--- src/rtl/alu_share_arbiter.sv ---
// alu_share_arbiter: round-robin sharing of one combinational 32-bit ALU between
// two issue slots, with a single registered result stage (result, tag, source slot)
// toward writeback/bypass. The ALU itself lives outside this block.
module alu_share_arbiter #(
    parameter int TAG_W = 4
) (
    input  logic             clk,
    input  logic             reset,
    input  logic             flush,
    input  logic             req0_valid,
    output logic             req0_ready,
    input  logic [31:0]      req0_a,
    input  logic [31:0]      req0_b,
    input  logic [2:0]       req0_cont,
    input  logic [TAG_W-1:0] req0_tag,
    input  logic             req1_valid,
    output logic             req1_ready,
    input  logic [31:0]      req1_a,
    input  logic [31:0]      req1_b,
    input  logic [2:0]       req1_cont,
    input  logic [TAG_W-1:0] req1_tag,
    output logic [31:0]      alu_a,
    output logic [31:0]      alu_b,
    output logic [2:0]       alu_cont,
    input  logic [31:0]      alu_result,
    output logic             out_valid,
    input  logic             out_ready,
    output logic [31:0]      out_result,
    output logic [TAG_W-1:0] out_tag,
    output logic             out_src
);

    // Result stage and round-robin pointer (ptr_q names the slot favoured on a tie).
    logic             out_valid_q, out_valid_d;
    logic [31:0]      out_result_q, out_result_d;
    logic [TAG_W-1:0] out_tag_q, out_tag_d;
    logic             out_src_q, out_src_d;
    logic             ptr_q, ptr_d;

    logic stage_free;
    logic can_grant;
    logic grant0;
    logic grant1;

    // The stage can take a new result when empty or being drained this cycle;
    // flush and reset suppress any grant.
    assign stage_free = !out_valid_q || out_ready;
    assign can_grant  = stage_free && !flush && !reset;

    // A lone valid slot always wins; on a tie the pointer decides.
    assign grant0 = can_grant && req0_valid && (!req1_valid || !ptr_q);
    assign grant1 = can_grant && req1_valid && (!req0_valid ||  ptr_q);

    assign req0_ready = grant0;
    assign req1_ready = grant1;

    // Steer the granted slot's operands to the shared ALU; idle ALU sees zeros.
    always_comb begin
        // NOTE: every output gets a default first so no path leaves it unassigned,
        // which would otherwise infer a latch.
        alu_a    = '0;
        alu_b    = '0;
        alu_cont = '0;
        if (grant0) begin
            alu_a    = req0_a;
            alu_b    = req0_b;
            alu_cont = req0_cont;
        end else if (grant1) begin
            alu_a    = req1_a;
            alu_b    = req1_b;
            alu_cont = req1_cont;
        end
    end

    // Next state of the result stage and pointer: flush drops, grant loads, consume empties.
    always_comb begin
        out_valid_d  = out_valid_q;
        out_result_d = out_result_q;
        out_tag_d    = out_tag_q;
        out_src_d    = out_src_q;
        ptr_d        = ptr_q;
        if (flush) begin
            out_valid_d = 1'b0;
        end else if (grant0 || grant1) begin
            out_valid_d  = 1'b1;
            out_result_d = alu_result;
            out_tag_d    = grant1 ? req1_tag : req0_tag;
            out_src_d    = grant1;
            ptr_d        = grant0;
        end else if (out_ready) begin
            out_valid_d = 1'b0;
        end
    end

    // State registers with asynchronous active-high reset.
    always_ff @(posedge clk or posedge reset) begin
        if (reset) begin
            out_valid_q  <= 1'b0;
            out_result_q <= '0;
            out_tag_q    <= '0;
            out_src_q    <= 1'b0;
            ptr_q        <= 1'b0;
        end else begin
            // NOTE: non-blocking assignments so every register samples the
            // pre-edge values, independent of statement order.
            out_valid_q  <= out_valid_d;
            out_result_q <= out_result_d;
            out_tag_q    <= out_tag_d;
            out_src_q    <= out_src_d;
            ptr_q        <= ptr_d;
        end
    end

    assign out_valid  = out_valid_q;
    assign out_result = out_result_q;
    assign out_tag    = out_tag_q;
    assign out_src    = out_src_q;

endmodule
--- config.mk ---
export PLATFORM = sky130hd
export DESIGN_NAME = alu_share_arbiter
export DESIGN_NICKNAME = d
export VERILOG_FILES = /design/src/rtl/alu_share_arbiter.sv
export SDC_FILE = /design/constraint.sdc
export NUM_CORES = 1
export LEC_CHECK = 0
export ABC_CLOCK_PERIOD_IN_PS = 1700
export BUFFER_PORTS_ARGS = -buffer_cell sky130_fd_sc_hd__buf_2
export CAP_MARGIN = 20
export CORE_AREA = 3 3 111 113
export CTS_BUF_LIST = sky130_fd_sc_hd__clkbuf_8 sky130_fd_sc_hd__clkbuf_16
export DETAILED_ROUTE_END_ITERATION = 8
export DIE_AREA = 0 0 114 116
export PLACE_DENSITY = 0.56
export SLEW_MARGIN = 20
export SYNTH_ARGS = -nofsm -noshare
export SYNTH_HDL_FRONTEND = slang
export SYNTH_SLANG_ARGS = --single-unit
export TNS_END_PERCENT = 1
--- constraint.sdc ---
create_clock -name clk -period 1.7 [get_ports clk]
set_input_delay 0 -clock clk [delete_from_list [all_inputs] [get_ports clk]]
set_output_delay 0 -clock clk [all_outputs]
set_load 0.1 [all_outputs]
* Word-level counts from Yosys, hierarchy flattened *
Index checks and enable logic that the tools add are counted.

operators by class
  multiplexer cells = 10
  bitwise gates (word level) = 1
  reduce and logical (&&, ||, !) cells = 18

operators by type and width
  kind                 number
  32-bit two-way mux   4
  1-bit logical AND    6
  1-bit logical NOT    6
  3-bit two-way mux    2
  1-bit logical OR     4
  4-bit two-way mux    1
  1-bit two-way mux    3
  3-bit nonzero test   1
  2-bit AND reduction  1
  1-bit inverter       1

word-level totals
  bits in registers = 39
  input bits = 180
  output and inout port bits = 107
  word-level logic and storage cells = 34

* Longest topological paths before layout *
Gate-level depths: netlist of run 1.

  depth in word-level cells = 9
  depth in mapped cells = 6
  gate-level depth less buffers = 3

* Worst setup path before layout of run 1 *
OpenSTA, ideal clock, no wires.

  path kind = register to output
  start = register out_valid_q (netlist: out_valid)
  end = output req1_ready
  arrival time = 3.459 ns
  data required time = 1.700 ns
  slack = -1.759 ns
  stages on the path, launching flop included = 5
  path buffers = 1
  cell sequence = dfrtp_1 > nand2b_1 > nand2_1 > clkbuf_1 > nor3_1

on the way
  cells in the longest elaborated chain, start to end = 6

RTL lines
  item                            RTL line  source
  start, declared                 34        logic out_valid_q, out_valid_d;
  start signal, assigned          106       out_valid_q <= out_valid_d;
  1-bit logical NOT               47        assign stage_free = !out_valid_q || out_ready;
  1-bit logical OR                47
  1-bit logical AND (2 in a row)  48        assign can_grant = stage_free && !flush && !reset;
  1-bit logical AND (2 in a row)  52        assign grant1 = can_grant && req1_valid && (!req0_valid || ptr_q);
  end, declared                   17        output logic req1_ready,

Every way passes these cells.

* Final worst setup path of run 1 *
  start = register ptr_q
  end = output alu_a[17]

on the way
  cells in the longest elaborated chain, start to end = 4
  elaborated cells between the ends (all ways) = 7
  those cells by class = mux (2); reduce/logical (5)

RTL lines
  item                                                            RTL line  source
  start, declared                                                 38        logic ptr_q, ptr_d;
  start signal, assigned                                          110       ptr_q <= ptr_d;
  1-bit logical OR / 1-bit logical NOT (equally long branches)    52, 51
  1-bit logical AND / 1-bit logical OR (equally long branches)    52, 51
  32-bit two-way mux / 1-bit logical AND (equally long branches)  68, 51
  32-bit two-way mux *                                            64        if (grant0) begin
  end, declared                                                   22        output logic [31:0] alu_a,

Every way passes the cells marked *; elsewhere a longest branch is shown, timed or not.

==> results.yml, run 1 <==
run_status:
  status: "complete, no violations"
detailed_routing:
  wl_um: 12560
  routedWlPerCell_um: 17.55
  firstDrtPassIters: 4
  post-route-drc-count: 0
  drtAntennaViolNets: 0
  viasPerCell: 4.941
  via_count: 3538
  drtIter0Drc: 236
floorplanning:
  core_um2: 11420
  die-area_um2: 13220
  start_util_pct: 22.16
  die_w_um: 114
  die_h_um: 116
  rows: 39
  io_pins: 287
clock_tree:
  worstSkewPairLatency_ns: 0.28
  cts.sinks: 39
  numCtsBuffers: 5
  clock_path_buffers: 2
  clockRootBuffer: "clkbuf_16"
  ctsHtreeMaxLevel: 2
  clkTransAtPathRegs_ns: 0.06
  cts_tree: "built"
synthesis:
  synth-edff-count: 0
  synth.avg_cell_area_um2: 9.475
  ys_types: 25
  yosysMostFrequentCell: "nor2_1"
  synth_ff_type: "dfrtp_1"
  ys_warn_count: 0
  async_flop_share_pct: 100.0
  seq_area_frac_synth_pct: 38.58
  synth_nets: 447
  yosysTopAreaCellShare_pct: 38.58
  syn_inst: 267
  syn_area_um2: 2530
  synth_commonest_cells: "71 x nor2_1, 67 x a32oi_1, 39 x dfrtp_1"
  synth_top_cell_by_area: "dfrtp_1"
  synth_area_leaders: "dfrtp_1 39%, a32oi_1 23%, mux2_2 13%, nor2_1 11%, clkbuf_1 3.1%"
  ys_ff_latch: 39
pwr:
  seq_power_share_pct: 21.5
  internal-power_mw: 2.651
  power.density_nw_per_um2: 996.5
  p_switching_mw: 3.052
  ir_drop_uv: 993.5
  swShare_pct: 53.51
  pwr-share-comb_pct: 62.0
  finalPower_mw: 5.703
  clkPwrFrac_pct: 16.5
  leakage_nw: 2.565
global_route:
  gr-total-overflow: 0
  grt_pass1_wl_um: 18370
  grt_max_degree: 48
  grt_pass1_vias: 3526
  antenna_found_initial: 3
  grt_usage_pct: 17.36
critical_path:
  rrSetupSlack_ns: 0.15
  crit_slowest_cell: "dfrtp_2"
  worstPathMaxFanout: 33
  arrival_ns: 1.68
  r2r_cells: 4
  worstSetupPathType: "reg -> out"
  max_stage_delay_ns: 0.44
  path_cells: "a21boi_4 -> buf_12 -> a32oi_1 -> nor2_1 -> buf_12"
  critPathMostFrequentCell: "buf_12"
  reg2reg_from: "out_valid"
  crit_path_end_kind: "primary output"
  critPathLaunchType: "flop"
  cp.required_ns: 1.70
  cp-startpoint: "ptr_q"
timing:
  setup_slack_ns: 0.01650
  period_minus_slack_ns: 1.683
  rsz0062_at_grt: "true"
  fin_crit_sh_pct: 99.03
  worst_pin_slew_ns: 0.5668
  setup_viol: 0
  final.setup_skew_ns: 0.007312
  hold_viol: 0
  slew-limit-headroom_pct: 62.14
  fmax_mhz: 594.0
  slew_viol_final: 0
placed_design:
  dp_hpwl_um: 9450
  dp_slack_ns: 0.1320
  gp_congestion: 0.8150
  numPortBuffers: 286
final_layout:
  syn2layout_area_growth_pct: 126.2
  final_nets: 752
  antenna_cells: 0
  drive_above_1_share_pct: 62.83
hold_path:
  hold_path.class: "in -> reg"
  min_from: "req0_tag[3]"
  hold_path_depth: 3
run:
  cap_violations: 0
==> flip-flops by register name, summed over array words and instances, names as in the netlist <==
| register | flops |
|---|---|
| out_result | 32 |
| out_tag | 4 |
| ptr_q | 1 |
| out_src | 1 |
| out_valid | 1 |
==> final cells by class <==
class                      count  area, um2
fill                        1019       5695
timing repair buffer         331       2942
multi-input combinational    193       1465
sequential                    39      977.2
tap                          143      178.9
clock buffer                   6      138.9
clock inverter                 2      13.76
inverter                       2      7.507
==> repair_timing <==
item	CTS	global route
endpoints found under the hold margin	72	0
setup buffers	0	0
pin swaps	1	1
gates resized for setup	3	9
setup endpoints to repair	10	66
hold buffers	34	0
==> per-layer routing <==
metal  vias to the layer above  wire [um]  GRT usage, %
met3                        20       1224         5.274
li1                       1648          -             -
met4                         6        176         4.196
met2                       181       6499         31.34
met5                         -         41             0
met1                      1683       4622         20.12
==> layout by cell type, fill, tap and decap left out, drive strengths merged, types with 3 or more instances in the layout <==
| cell type | Yosys | final |
|---|---|---|
| a32oi | 67 | 67 |
| a2bb2oi | 4 | 4 |
| nor2 | 71 | 71 |
| buf | 12 | 297 |
| dlygate4sd3 | 0 | 34 |
| clkbuf | 21 | 6 |
| inv | 2 | 3 |
| o32ai | 4 | 4 |
| dfrtp | 39 | 39 |
| mux2 | 32 | 32 |
==> cells by family after synthesis <==
family,after synthesis,share of synthesized area (%)
AO/OA/AOI/OAI,82,27.84
AND/OR/NAND/NOR,79,12.86
flip-flops,39,38.58
buffers and inverters,35,6.479
multiplexers,32,14.24
==> stage by stage <==
stage / TNS [ns] / cells / utilization (%) / cell area, um2 / hold WS, ns
finish: 0 / 716 / 50.12 / 5723 / 0.03880
global route: -2.788 / 716 / 50.12 / 5723 / 0.04063
CTS: 0 / 716 / 49.91 / 5699 / 0.03588
detailed placement: 0 / 674 / 45.52 / 5197 / 0.1668
global placement: 0 / 674 / 45.52 / 5197 / 0.1606
floorplan: -74.59 / 267 / - / 2561 / 0.1098
==> power by group through the flow <==
stage | sequential (mW) | combinational [mW] | clock (mW)
after floorplan | 2.55 | 1.19 | 0
after global placement | 1.23 | 3.43 | 0
after detailed placement | 1.23 | 3.47 | 0
after CTS | 1.23 | 3.54 | 0.961
after global routing | 1.26 | 3.67 | 1.00
final | 1.23 | 3.54 | 0.939
==> final timing paths <==
path	to
max	alu_a[17]
min	out_tag[3]
max reg2reg	out_result[25]
min reg2reg	out_result[18]
max in group asynchronous	ptr_q
min in group asynchronous	out_valid
==> critical path, delay by kind of cell, from the launching register on <==
kind            cells  cell delay (ns)
simple gates        1             0.21
compound gates      2             0.30
flops               1             0.44
buf+inv             2             0.41
(Power assumes the default switching activity.)
==> run 2, diff against run 1 <==
- REMOVE_ABC_BUFFERS: default -> 1
==> results.yml, run 2 (synthesized netlist as in run 1, its figures left out) <==
run_status:
  status: "finished, violations left"
  violations: "negative setup slack"
critical_path:
  critical_path_buf_inv_count: 3
  path_cells: "a21boi_4 -> buf_12 -> clkbuf_16 -> a32oi_1 -> nor2_2 -> buf_12"
  crit_path_end_kind: "primary output"
  crit_slowest_cell: "dfrtp_2"
  worstSetupPathType: "reg -> out"
  cp.required_ns: 1.70
  critPathLaunchType: "flop"
  crit_family: "buffers and inverters"
  worstPathMaxFanout: 15
  critPathMostFrequentCell: "buf_12"
  max_stage_delay_ns: 0.44
  cp-startpoint: "ptr_q"
  arrival_ns: 1.72
  reg2reg_from: "out_valid"
final_layout:
  fillers: 1001
  utilization_pct: 52.54
  syn2layout_area_growth_pct: 137.1
  final_nets: 759
  largest_reg_flops: 32
  drive_above_1_share_pct: 70.76
  final_cell_mix: "218 x buf_2, 74 x buf_12, 61 x a32oi_1, 57 x nor2_2, 38 x dfrtp_1"
  seq_area_um2: 977.2
  fin_area_um2: 6000
  multi_input_area_um2: 1604
  final_common_cell: "buf_2"
detailed_routing:
  via_count: 3687
  post-route-drc-count: 0
  firstDrtPassIters: 6
  met2_length_um: 7289
  wl_um: 14250
  dr_wl_met3_um: 1216
  drtIter0Drc: 244
  wl_met1_um: 5479
  routedWlPerCell_um: 19.74
  dr.max_layer_used: "met4"
  drtAntennaViolNets: 0
  viasPerCell: 5.107
placed_design:
  dp_slack_ns: 0.1666
  dp_hpwl_um: 9733
  numPortBuffers: 286
  gp_congestion: 0.8719
  place_area_um2: 5139
hold_path:
  hold_path.class: "in -> reg"
  min_from: "req0_tag[1]"
pwr:
  clkPwrFrac_pct: 14.5
  power.density_nw_per_um2: 967.2
  ir_drop_uv: 1400
  seq_power_share_pct: 21.2
  internal-power_mw: 2.682
  pwr-share-comb_pct: 64.3
  swShare_pct: 53.78
  p_switching_mw: 3.121
  leakage_nw: 2.635
timing:
  period_minus_slack_ns: 1.721
  setup_viol: 4
  rsz0062_at_grt: "true"
  slew_viol_final: 0
  hold_viol: 0
  final.setup_skew_ns: 0.003985
  fmax_mhz: 581.2
  setup_slack_ns: -0.02055
  fin_crit_sh_pct: 101.2
  worst_pin_slew_ns: 0.5234
  slew-limit-headroom_pct: 65.11
clock_tree:
  numCtsBuffers: 5
  clock_path_buffers: 2
  clkTransAtPathRegs_ns: 0.05
  clockRootBuffer: "clkbuf_16"
  cts.sinks: 39
  cts_tree: "built"
  worstSkewPairLatency_ns: 0.28
  ctsHtreeMaxLevel: 2
floorplanning:
  io_pins: 287
  die-area_um2: 13220
  die_w_um: 114
  start_util_pct: 22.16
  die_h_um: 116
  rows: 39
  core_um2: 11420
global_route:
  grt_pass1_wl_um: 18500
  grt_usage_pct: 17.35
  gr-total-overflow: 0
  grt_max_degree: 60
  grt_pass1_vias: 3505
  antenna_found_initial: 0
run:
  cap_violations: 0
run 2: cell count changes in the layout (fill, tap and decap cells not counted), moves of 4 or more:
cell       change
nor2_1        -40
clkbuf_16      +4
a32oi_1        -6
a32oi_2        +6
nor2_2        +40
run 2: routing by layer:
metal	vias to the layer above	track usage (%)
met2	209	30.05
met1	1798	21.16
met3	20	3.864
met4	0	6.334
met5	-	0
li1	1660	-
run 2: final cells by class:
class                           count  area share [%]
Antenna cell                        1         0.04171
Clock buffer                        5           2.086
Clock inverter                      1         0.06257
Inverter                            2          0.1251
Multi-Input combinational cell    193           26.74
Sequential cell                    39           16.29
Tap cell                          143           2.982
Timing Repair Buffer              338           51.68
run 2: worst reg2reg max path, stage by stage, from the launching register on:
cell	delay [ns]
dfrtp_1	0.39
nor2b_1	0.19
nor3_4	0.24
buf_12	0.24
mux2_2	0.38
run 2: power groups by stage:
stage | Combinational, mW | Clock (mW) | Sequential [mW]
6_report | 3.73 | 0.843 | 1.23
2_1_floorplan | 1.12 | 0 | 2.55
4_1_cts | 3.53 | 0.856 | 1.23
5_1_grt | 3.85 | 0.901 | 1.25
3_3_place_gp | 3.40 | 0 | 1.23
3_5_place_dp | 3.43 | 0 | 1.23
run 2: path summary, 6_finish.rpt:
check,endpoint,slack [ns],depth (start not counted)
max reg2reg,out_result[17],0.15,4
max in group asynchronous,ptr_q,0.93,4
max,alu_a[5],-0.02,6
min reg2reg,out_result[22],0.48,1
min,out_tag[1],0.03,3
min in group asynchronous,ptr_q,0.43,4
run 2: what timing repair did:
| item | 4_1_cts | 5_1_grt |
|---|---|---|
| hold buffers | 34 | 0 |
| setup endpoints to repair | 67 | 67 |
| hold endpoints to repair | 72 | 0 |
| resized for setup | 3 | 67 |
| buffers inserted | 0 | 2 |
| pin swaps | 1 | 9 |
| gates cloned | 1 | 6 |
run 2: metrics by stage:
| step | hold WS (ns) | setup TNS (ns) | power [mW] | cells |
|---|---|---|---|---|
| after floorplan | 0.1098 | -198.12 | 3.673 | 234 |
| after global placement | 0.1568 | 0 | 4.624 | 672 |
| after detailed placement | 0.1726 | 0 | 4.659 | 672 |
| after CTS | 0.03762 | -0.7077 | 5.619 | 713 |
| after global routing | 0.07026 | -1.411 | 6.006 | 721 |
| final | 0.02985 | -0.04310 | 5.803 | 722 |
==> run 3, diff against run 2 <==
- TNS_END_PERCENT: 1 -> default
==> results.yml, run 3 (synthesized netlist as in run 1, its figures left out) <==
run_status:
  status: "complete, no violations"
critical_path:
  max_stage_delay_ns: 0.44
  critPathMostFrequentCell: "buf_12"
  arrival_ns: 1.68
  crit_path_end_kind: "primary output"
  crit_slowest_cell: "dfrtp_2"
  worstSetupPathType: "reg -> out"
  cp-startpoint: "ptr_q"
  crit_family: "buffers and inverters"
  path_cells: "a21boi_4 -> buf_12 -> clkbuf_16 -> a32oi_1 -> nor2_2 -> buf_12"
  cp.required_ns: 1.70
  critical_path_buf_inv_count: 3
  reg2reg_from: "out_valid"
  rrSetupSlack_ns: 0.15
  worstPathMaxFanout: 15
  critPathLaunchType: "flop"
detailed_routing:
  drtAntennaViolNets: 0
  routedWlPerCell_um: 19.47
  viasPerCell: 5.158
  firstDrtPassIters: 4
  via_count: 3719
  drtIter0Drc: 267
  post-route-drc-count: 0
  wl_um: 14040
floorplanning:
  rows: 39
  die_h_um: 116
  die_w_um: 114
  core_um2: 11420
  start_util_pct: 22.16
  io_pins: 287
  die-area_um2: 13220
pwr:
  ir_drop_uv: 1393
  power.density_nw_per_um2: 970.3
  finalPower_mw: 5.801
  leakage_nw: 2.632
timing:
  worst_pin_slew_ns: 0.5204
  setup_viol: 0
  worst_hold_slack_ns: 0.02968
  slew-limit-headroom_pct: 65.55
  final.setup_skew_ns: 0.003905
  hold_viol: 0
  rsz0062_at_grt: "true"
  fmax_mhz: 594.5
  fin_tns_setup_ns: 0
  setup_slack_ns: 0.01782
  slew_viol_final: 0
  fin_crit_sh_pct: 98.95
  period_minus_slack_ns: 1.682
global_route:
  use_met1_pct: 21.63
  grt_usage_pct: 17.69
  antenna_found_initial: 0
  grt_max_degree: 53
  busiest_layer: "met2"
  grt_pass1_vias: 3562
  grt_pass1_wl_um: 18820
  grt_util_met2_pct: 30.56
  use_met3_pct: 3.812
  gr-total-overflow: 0
final_layout:
  syn2layout_area_growth_pct: 136.3
  final_cells: 721
  final_nets: 758
  largest_reg_flops: 32
  utilization_pct: 52.36
  final_common_cell: "buf_2"
  fin_area_um2: 5978
  drive_above_1_share_pct: 70.02
  final_cell_mix: "218 x buf_2, 72 x buf_12, 64 x a32oi_1, 56 x nor2_2, 38 x dfrtp_1"
placed_design:
  dp_slack_ns: 0.1666
  dp_cells: 672
  numPortBuffers: 286
  place_area_um2: 5139
  gp_congestion: 0.8719
  dp_hpwl_um: 9733
hold_path:
  hold_path.class: "in -> reg"
  min_from: "req0_tag[1]"
run:
  cap_violations: 0
clock_tree:
  ctsHtreeMaxLevel: 2
  worstSkewPairLatency_ns: 0.28
  cts_tree: "built"
  clock_path_buffers: 2
  numCtsBuffers: 5
  clockRootBuffer: "clkbuf_16"
  cts.sinks: 39
  clkTransAtPathRegs_ns: 0.05
run 3: cell types whose count changed in the layout (fill, tap and decap cells not counted):
cell | previous run | this run
a32oi_1 | 61 | 64
a32oi_2 | 6 | 3
buf_16 | 1 | 3
buf_6 | 2 | 1
buf_12 | 74 | 72
nor2_2 | 57 | 56
nor2_1 | 14 | 15
run 3: final timing paths:
path	end	depth (start not counted)
min in group asynchronous	ptr_q	4
setup / recovery	alu_cont[0]	6
hold / removal	out_tag[1]	3
max in group asynchronous	ptr_q	4
setup reg to reg	out_result[17]	4
hold reg to reg	out_result[22]	1
run 3: area by class of cell:
cell class	instances	area [um2]
Inverter	2	7.507
Clock buffer	5	125.1
Timing Repair Buffer	337	3104
Multi-Input combinational cell	193	1579
Sequential cell	39	977.2
Antenna cell	1	2.502
Fill cell	1003	5440
Tap cell	143	178.9
Clock inverter	1	3.754
run 3: what timing repair did:
item,in CTS,in global routing
pin swaps,2,9
buffers inserted,1,1
endpoints found under the hold margin,72,0
setup endpoints to repair,67,67
cloned,2,4
hold buffers,34,0
gates resized for setup,6,60
run 3: power breakdown:
group	switching [mW]	internal [mW]
sequential	0.112	1.12
clock	0.323	0.520
combinational	2.68	1.05
total	3.11	2.69
run 3: metal layers:
layer | routed length (um) | part of all wire, %
met5 | 0 | 0
met4 | 306 | 2.2
met3 | 1198 | 8.5
met2 | 7122 | 51
met1 | 5407 | 39
run 3: tightest hold or removal path, delay by kind of cell:
family | cells | cell delay (ns)
AO/OA/AOI/OAI | 2 | 0.17
buffers and inverters | 1 | 0.10
